`config.mk`:
```
export PLATFORM = sky130hd
export DESIGN_NAME = multdiv_unit
export DESIGN_NICKNAME = d
export VERILOG_FILES = /design/src/rtl/multdiv_unit.sv
export SDC_FILE = /design/constraint.sdc
export NUM_CORES = 1
export LEC_CHECK = 0
export BUFFER_PORTS_ARGS = -buffer_cell sky130_fd_sc_hd__buf_2
export CAP_MARGIN = 5
export CELL_PAD_IN_SITES_DETAIL_PLACEMENT = 0
export CELL_PAD_IN_SITES_GLOBAL_PLACEMENT = 1
export CORE_UTILIZATION = 50
export DETAILED_ROUTE_END_ITERATION = 8
export GPL_TIMING_DRIVEN = 0
export PLACE_DENSITY_LB_ADDON = 0.1
export SYNTH_ARGS = -nofsm -noshare
export SYNTH_HDL_FRONTEND = slang
export SYNTH_SLANG_ARGS = --single-unit
export TNS_END_PERCENT = 5
```
`constraint.sdc`:
```
create_clock -name clock -period 10.06 [get_ports clock]
set_input_delay 1.006 -clock clock [delete_from_list [all_inputs] [get_ports clock]]
set_output_delay 1.006 -clock clock [all_outputs]
set_load 0.005 [all_outputs]
```
`src/rtl/multdiv_unit.sv`:
```
`default_nettype none
// ============================================================================
//  Module   : multdiv_unit
//  Purpose  : Iterative signed multiply / divide unit for the execute stage.
//             Radix-2 shift-add multiply, non-restoring divide, one shared
//             iteration counter and one shared FSM (IDLE -> RUN -> DONE).
//  Options  : MULTDIV_ABORT_EN - when defined, a start pulse during RUN
//             aborts the current operation and restarts with new operands.
//  Revision : 1.0 - initial release
// ============================================================================
module multdiv_unit #(
    parameter int WIDTH = 32
) (
    input  logic             clock,
    input  logic             reset,
    input  logic             ctrl_MULT,
    input  logic             ctrl_DIV,
    input  logic [WIDTH-1:0] data_operandA,
    input  logic [WIDTH-1:0] data_operandB,
    output logic [WIDTH-1:0] data_result,
    output logic [WIDTH-1:0] data_remainder,
    output logic             data_exception,
    output logic             data_resultRDY,
    output logic             busy
);

    localparam int CNT_W = $clog2(WIDTH) + 1;

    typedef enum logic [1:0] {
        S_IDLE = 2'd0,
        S_RUN  = 2'd1,
        S_DONE = 2'd2
    } state_t;

    state_t state, state_nxt;

    // Shared datapath registers.
    // Multiply: hi:lo is the running product, lo starts as |B|, opnd = |A|.
    // Divide  : hi is the signed partial remainder (one extra bit), lo starts
    //           as |A| and collects quotient bits, opnd = |B|.
    logic [WIDTH:0]   hi;
    logic [WIDTH-1:0] lo;
    logic [WIDTH-1:0] opnd;
    logic [CNT_W-1:0] cnt;
    logic             op_div;
    logic             res_neg;
    logic             rem_neg;
    logic             div_zero;
    logic             div_ovf;

    // FSM control strobes
    logic load;
    logic step;
    logic finish;

    // Operand preprocessing for the launch
    logic             start;
    logic             start_div;
    logic             a_neg;
    logic             b_neg;
    logic [WIDTH-1:0] abs_a;
    logic [WIDTH-1:0] abs_b;
    logic             start_dbz;

    // Iteration and result arithmetic
    logic [WIDTH:0]     mul_sum;
    logic [WIDTH:0]     div_shift;
    logic [WIDTH:0]     div_new;
    logic [2*WIDTH-1:0] prod_mag;
    logic [2*WIDTH-1:0] prod;
    logic [WIDTH:0]     prod_top;
    logic               mul_exc;
    logic [WIDTH-1:0]   rem_mag;
    logic [WIDTH-1:0]   quot;
    logic [WIDTH-1:0]   rem;

    // Launch decode: multiply has priority when both starts are high
    always_comb begin
        start     = ctrl_MULT | ctrl_DIV;
        start_div = ctrl_DIV & ~ctrl_MULT;
        a_neg     = data_operandA[WIDTH-1];
        b_neg     = data_operandB[WIDTH-1];
        abs_a     = a_neg ? (~data_operandA + 1'b1) : data_operandA;
        abs_b     = b_neg ? (~data_operandB + 1'b1) : data_operandB;
        start_dbz = start_div && (data_operandB == '0);
    end

    // Per-iteration arithmetic and final sign correction
    always_comb begin
        // shift-add: conditionally add multiplicand, then shift hi:lo right
        mul_sum   = {1'b0, hi[WIDTH-1:0]} + (lo[0] ? {1'b0, opnd} : '0);
        // non-restoring: shift in next dividend bit, add or subtract divisor
        div_shift = {hi[WIDTH-1:0], lo[WIDTH-1]};
        div_new   = hi[WIDTH] ? (div_shift + {1'b0, opnd})
                              : (div_shift - {1'b0, opnd});
        prod_mag  = {hi[WIDTH-1:0], lo};
        prod      = res_neg ? (~prod_mag + 1'b1) : prod_mag;
        prod_top  = prod[2*WIDTH-1:WIDTH-1];
        mul_exc   = !((&prod_top) || !(|prod_top));
        // a negative final remainder needs one restoring add
        rem_mag   = hi[WIDTH-1:0] + (hi[WIDTH] ? opnd : '0);
        quot      = res_neg ? (~lo + 1'b1) : lo;
        rem       = rem_neg ? (~rem_mag + 1'b1) : rem_mag;
    end

    // State register
    always_ff @(posedge clock or posedge reset) begin
        if (reset) begin
            state <= S_IDLE;
        end else begin
            state <= state_nxt;
        end
    end

    // Next-state and control strobes
    always_comb begin
        state_nxt = state;
        load      = 1'b0;
        step      = 1'b0;
        finish    = 1'b0;
        case (state)
            S_IDLE: begin
                if (start) begin
                    load      = 1'b1;
                    state_nxt = start_dbz ? S_DONE : S_RUN;
                end
            end
            S_RUN: begin
`ifdef MULTDIV_ABORT_EN
                if (start) begin
                    load      = 1'b1;
                    state_nxt = start_dbz ? S_DONE : S_RUN;
                end else begin
                    step = 1'b1;
                    if (cnt == CNT_W'(WIDTH - 1)) begin
                        state_nxt = S_DONE;
                    end
                end
`else
                step = 1'b1;
                if (cnt == CNT_W'(WIDTH - 1)) begin
                    state_nxt = S_DONE;
                end
`endif
            end
            S_DONE: begin
                finish    = 1'b1;
                state_nxt = S_IDLE;
            end
            default: begin
                state_nxt = S_IDLE;
            end
        endcase
    end

    // busy covers RUN and DONE; RDY is only raised as the FSM returns to IDLE
    always_comb begin
        busy = (state != S_IDLE);
    end

    // Datapath: operand latch, iterations and result registration
    always_ff @(posedge clock or posedge reset) begin
        if (reset) begin
            hi             <= '0;
            lo             <= '0;
            opnd           <= '0;
            cnt            <= '0;
            op_div         <= 1'b0;
            res_neg        <= 1'b0;
            rem_neg        <= 1'b0;
            div_zero       <= 1'b0;
            div_ovf        <= 1'b0;
            data_result    <= '0;
            data_remainder <= '0;
            data_exception <= 1'b0;
            data_resultRDY <= 1'b0;
        end else begin
            data_resultRDY <= 1'b0;
            if (load) begin
                op_div   <= start_div;
                res_neg  <= a_neg ^ b_neg;
                rem_neg  <= a_neg;
                div_zero <= start_dbz;
                div_ovf  <= start_div && (data_operandA == {1'b1, {(WIDTH-1){1'b0}}})
                                      && (data_operandB == '1);
                opnd     <= start_div ? abs_b : abs_a;
                lo       <= start_div ? abs_a : abs_b;
                hi       <= '0;
                cnt      <= '0;
            end else if (step) begin
                cnt <= cnt + CNT_W'(1);
                if (op_div) begin
                    hi <= div_new;
                    lo <= {lo[WIDTH-2:0], ~div_new[WIDTH]};
                end else begin
                    hi <= {1'b0, mul_sum[WIDTH:1]};
                    lo <= {mul_sum[0], lo[WIDTH-1:1]};
                end
            end
            if (finish) begin
                data_resultRDY <= 1'b1;
                if (div_zero) begin
                    data_result    <= '0;
                    data_remainder <= '0;
                    data_exception <= 1'b1;
                end else if (op_div) begin
                    data_result    <= quot;
                    data_remainder <= rem;
                    data_exception <= div_ovf;
                end else begin
                    data_result    <= prod[WIDTH-1:0];
                    data_remainder <= '0;
                    data_exception <= mul_exc;
                end
            end
        end
    end

endmodule
`default_nettype wire

```
## After elaboration in Yosys (flattened, before gate mapping)

Index checks and enable logic that the tools add are counted.

- Flip-flop bits (word level): 176
- Latch bits: 0
- Bits in writable memories: 0
- Bits in read-only memories: 0
- Bits of input ports: 68
- Output and inout port bits: 67
- Logic and storage cells: 87
- Memories: 0

- $add $sub $neg: 10
- Multiply operators: 0
- Div/mod/pow operators: 0
- Order comparisons: 0
- Equal/unequal tests: 7
- Shifts and indexed selects: 0
- Multiplexer cells: 33
- Bitwise gates (word level): 10
- Reduce and logical (&&, ||, !) cells: 13

Operator list:

| operator | count |
|---|---|
| 32-bit two-way mux | 15 |
| 33-bit two-way mux | 4 |
| 32-bit by 1-bit adder with 32-bit output, second input constant | 4 |
| 32-bit inverter | 4 |
| 64-bit by 1-bit adder with 64-bit output, second input constant | 1 |
| 32-bit == test, second input constant | 2 |
| 64-bit two-way mux | 1 |
| 64-bit inverter | 1 |
| 32-bit by 32-bit adder with 33-bit output | 1 |
| 33-bit by 32-bit adder with 33-bit output | 1 |
| 33-bit AND reduction | 1 |
| 33-bit OR reduction | 1 |
| 33-bit by 32-bit subtractor with 33-bit output | 1 |
| 32-bit adder | 1 |
| 32-bit logical NOT | 1 |
| 6-bit two-way mux | 2 |
| 1-bit two-way mux | 7 |
| 6-bit by 1-bit adder with 6-bit output, second input constant | 1 |
| 6-bit by 5-bit == test with 1-bit output, second input constant | 1 |
| 2-bit two-way mux | 3 |
| 2-bit inequality test, second input constant | 2 |
| 2-bit case mux with 2 select lines | 1 |
| 2-bit nonzero test | 2 |
| 1-bit logical AND | 3 |
| 10 further kinds | 12 |

## Logic depth before layout (Yosys ltp)

- Depth after elaboration: 9
- Depth in mapped cells: 19
- Mapped depth without buffers: 19

## Worst setup path after synthesis

No wires, ideal clock.

- Kind: reg-to-reg
- Start: reg lo[0]
- End: reg data_exception
- Setup time: 127 ps
- Arrival time: 4,358 ps
- Required time: 9,933 ps
- Path slack: 5,576 ps
- Cell stages (with the launch flop): 16
- Buffers on the path: 3
- Clock period less this slack: 4,484 ps
- Cells stage by stage: dfrtp_1 > inv_1 > clkbuf_1 > ha_1 > nand2b_1 > or3_1 > buf_6 > or3_4 > buf_6 > or3_4 > o41ai_1 > xor2_1 > or4_2 > or4_1 > o31ai_1 > a21oi_1

- Cells in the longest elaborated chain, start to end: 9
- Elaborated cells between the ends (all ways): 10

Ends and longest elaborated chain:

| item | RTL line | source |
|---|---|---|
| start: declaration | 42 | `logic [WIDTH-1:0] lo;` |
| start signal: assignment | 187 | `lo <= start_div ? abs_a : abs_b;` |
| start signal: assignment | 194 | `lo <= {lo[WIDTH-2:0], ~div_new[WIDTH]};` |
| start signal: assignment | 197 | `lo <= {mul_sum[0], lo[WIDTH-1:1]};` |
| 64-bit inverter * | 97 | `prod = res_neg ? (~prod_mag + 1'b1) : prod_mag;` |
| 64-bit by 1-bit adder with 64-bit output * | 97 |  |
| 64-bit two-way mux * | 97 |  |
| 33-bit OR reduction | 99 | `mul_exc = !((&prod_top) \|\| !(\|prod_top));` |
| 1-bit logical NOT | 99 |  |
| 1-bit logical OR * | 99 |  |
| 1-bit logical NOT * | 99 |  |
| 1-bit two-way mux * | 206 | `end else if (op_div) begin` |
| 1-bit two-way mux * | 202 | `if (div_zero) begin` |
| end signal: assignment | 209 | `data_exception <= div_ovf;` |
| end signal: assignment | 213 | `data_exception <= mul_exc;` |
| end: declaration | 22 | `output logic data_exception,` |

Mark *: on every way between the ends. The rest lies on a longest branch, timed or not.
A chain may end at the register's enable or synchronous reset.

## Final worst setup path

- Start: reg opnd[2]
- End: reg hi[31]

- Cells in the longest elaborated chain, start to end: 5
- Elaborated cells between the ends (all ways): 8

Ends and longest elaborated chain:

| item | RTL line | source |
|---|---|---|
| start: declaration | 43 | `logic [WIDTH-1:0] opnd;` |
| start signal: assignment | 186 | `opnd <= start_div ? abs_b : abs_a;` |
| 33-bit by 32-bit subtractor with 33-bit output, or another cell as far along | 95 | `: (div_shift - {1'b0, opnd});` |
| 33-bit two-way mux or 32-bit by 32-bit adder with 33-bit output (tied branches) | 94, 91 |  |
| 33-bit two-way mux * | 192 | `if (op_div) begin` |
| 33-bit two-way mux * | 190 | `end else if (step) begin` |
| 33-bit two-way mux * | 179 | `if (load) begin` |
| end signal: assignment | 193 | `hi <= div_new;` |
| end signal: assignment | 196 | `hi <= {1'b0, mul_sum[WIDTH:1]};` |
| end: declaration | 41 | `logic [WIDTH:0] hi;` |

Mark *: on every way between the ends. The rest lies on a longest branch, timed or not. The select of a mux whose other input is x is not followed.

==> run metrics <==
commonest cells after routing, fill and taps aside nand2_1, o21ai_0, nor2_1, dfrtp_1, xor2_1; WL final 68800 um; hold buffer count at cts 0; Final period util 0.590; FF-to-FF Start opnd[2]$_DFFE_PP0P_; Worst-Skew Late Latency 0.47 ns; CTS HTree Levels 4; reg2reg path depth 16; final core utilization 0.563; Main synth FF type dfrtp_1; Final Hold Violating Endpoints 0; Synth top area share 0.250; RSZ-0062 raised after global routing no; drt wl/cell 24.0 um; Synth Cell Area around 18000 um^2; Startpoint Class flop; CTS clock-pin slew for the worst setup and hold paths 0.08 ns; MaxCap Viol Count 0; Critical path origin opnd[2]$_DFFE_PP0P_; vias per cell 6.50; Peak Freq about 170 MHz; first-pass GRT wire length 104000 um; setup bufs post-CTS 0; Std-Cell Rows 68; relative slew slack 0.0819; critical path class reg2reg; largest buffer count on any clock path 2; Routed Antenna Nets 0; die area 36000 um^2; status finished clean; Power Density 341 nW/um^2; layout cells sized above 1 0.0859; flops & latches, synth approximately 180; crit path to hi[31]$_DFFE_PP0P_; Pre-antenna DRT Iters 6; Starting Density 0.509; post-CTS sizing 0; CTS root buf clkbuf_16; Worst-Margin Slew about 1.4 ns; Seq/Total Area, Yosys 0.250; area leader, netlist dfrtp_1; min-delay worst type reg2reg; largest net degree at the start of global routing approximately 130; gr ovfl total 0; number of CTS-inserted buffers 17; num ports 135; P&R area growth vs syn 10.6%; commonest non-fill, non-tap cell in the layout nand2_1; FF/Latch Area 4400 um^2; Post-DP HPWL 54900 um; CTS tree yes; die width 190 um; multi-input logic area 12500 um^2; number of enable flip-flop cells after synthesis 0; fin. max-slew vios 0; Synth async-reset ratio 1.00; hold_ws 0.475 ns; Worst Path Arrival 6.29 ns; IR drop worst, VDD around 0.29 mV; initial antenna violation count 1; area of the core 34600 um^2; syn nets 2418; FF-to-FF setup slack between 4 and 5 ns; Setup-failing EPs final 0; Critical Path Sink Type flop; clock skew slightly above 0.02 ns; worst-path maximum fanout 7; Yosys Warn Count 0; cells after synthesis 2245; GRT Overall Usage 0.381; Leakage ~8.1 nW; Port Buffers ~130; vias in the first global route 17076; Synth area leaders dfrtp_1, xor2_1, ha_1; Setup TNS 0 ns; CP required 10.41 ns; Synth cell types 83; Vias about 19000; crit path time final a little under 6 ns; Die Height 190 um; Post-Syn Area per Cell 7.85 um^2; R2R Path End hi[31]$_DFFE_PP0P_; Total Nets Final 2571; # DRC 0; # fillers approximately 3300; GPL Wtd Cong 1.02; clk sinks roughly 180; initial DRC count 2104
-- report_power, final --
part	internal [mW]	switching, mW
Clock	0.335	0.357
Combinational	1.78	2.63
Sequential	0.959	0.589
-- registers in the layout, indices dropped and copies added, names as in the netlist --
name and cells:
hi 33, data_remainder 32, data_result 32, lo 32, opnd 32, cnt 6
state 2, data_exception 1, data_resultRDY 1, div_ovf 1, div_zero 1, op_div 1
rem_neg 1, res_neg 1
-- worst max-delay path, cell delays in order (launching register included) --
cell	delay, ns
dfrtp_1	0.48
or3_1	0.41
nor3b_1	0.26
nor3b_1	0.72
nor2_1	0.11
xnor2_1	0.26
ha_1	0.33
and3_1	0.24
and3_1	0.19
a21oi_1	0.35
a211oi_1	0.22
o41ai_1	0.85
o21ai_0	0.40
a221oi_1	0.44
xor2_1	0.18
a21oi_1	0.08
a32o_1	0.29
-- cell families (layout without fill, tap and decap cells) --
kind of cell | after synthesis | in the layout | synth area share
AND/OR/NAND/NOR | 772 | 772 | 0.219
AO/OA/AOI/OAI | 728 | 728 | 0.273
XOR/XNOR | 238 | 238 | 0.118
buffers and inverters | 185 | 351 | 0.0405
flip-flops | 176 | 176 | 0.250
adder cells (fa/ha/maj) | 105 | 105 | 0.0758
multiplexers | 41 | 41 | 0.0234
other | 0 | 3 | 0
-- final cells by class --
type	count	area share
flip-flops and latches	176	0.226
plain buffers	127	0.0255
well taps	455	0.0292
clock inverters	15	0.00847
inverters	58	0.0116
diodes	3	0.000385
repair buffers	134	0.0356
clock buffers	17	0.0218
multi-input cells	1884	0.642
-- how the worst min path moves through the flow --
stage	startpoint	endpoint	slack, ns	cells after the start
2_1_floorplan	cnt[5]$_DFFE_PP0P_	cnt[5]$_DFFE_PP0P_	0.46	1
3_3_place_gp	data_remainder[2]$_DFFE_PP0P_	data_remainder[2]$_DFFE_PP0P_	0.46	2
3_5_place_dp	data_result[0]$_DFFE_PP0P_	data_result[0]$_DFFE_PP0P_	0.46	2
4_1_cts	data_result[0]$_DFFE_PP0P_	data_result[0]$_DFFE_PP0P_	0.48	2
5_1_grt	data_remainder[4]$_DFFE_PP0P_	data_remainder[4]$_DFFE_PP0P_	0.50	2
6_report	data_result[0]$_DFFE_PP0P_	data_result[0]$_DFFE_PP0P_	0.47	2
-- through the flow --
stage,instances,setup slack (ns),cell area (um^2),power [mW]
floorplan,2245,4.28,17600,4.49
global placement,2832,2.15,18900,5.76
detailed placement,2833,4.28,18900,5.82
CTS,2865,4.23,19500,6.52
global route,2866,3.78,19500,7.12
finish,2869,4.13,19500,6.65
-- cell usage after synthesis, types with 30 or more instances --
library cell / count
nor3_1: 49
a21oi_1: 141
a21o_1: 36
inv_1: 57
o21ai_0: 196
xnor2_1: 82
nor2_1: 178
ha_1: 102
o31ai_1: 59
clkbuf_1: 115
o22a_1: 30
nand2_1: 219
xor2_1: 156
and2_1: 61
a22oi_1: 33
dfrtp_1: 176
nand3_1: 54
mux2i_1: 39
-- routing by layer --
| metal | global-route usage | wire length [um] | vias up | part of all wire |
|---|---|---|---|---|
| met5 | 0 | 0 | - | 0 |
| met4 | 0.168 | 3280 | 0 | 0.048 |
| met3 | 0.0747 | 6270 | 163 | 0.091 |
| met2 | 0.583 | 29800 | 968 | 0.43 |
| met1 | 0.519 | 29500 | 8904 | 0.43 |
| li1 | - | - | 8616 | - |
Note: power is estimated with default switching activity, not from simulation.
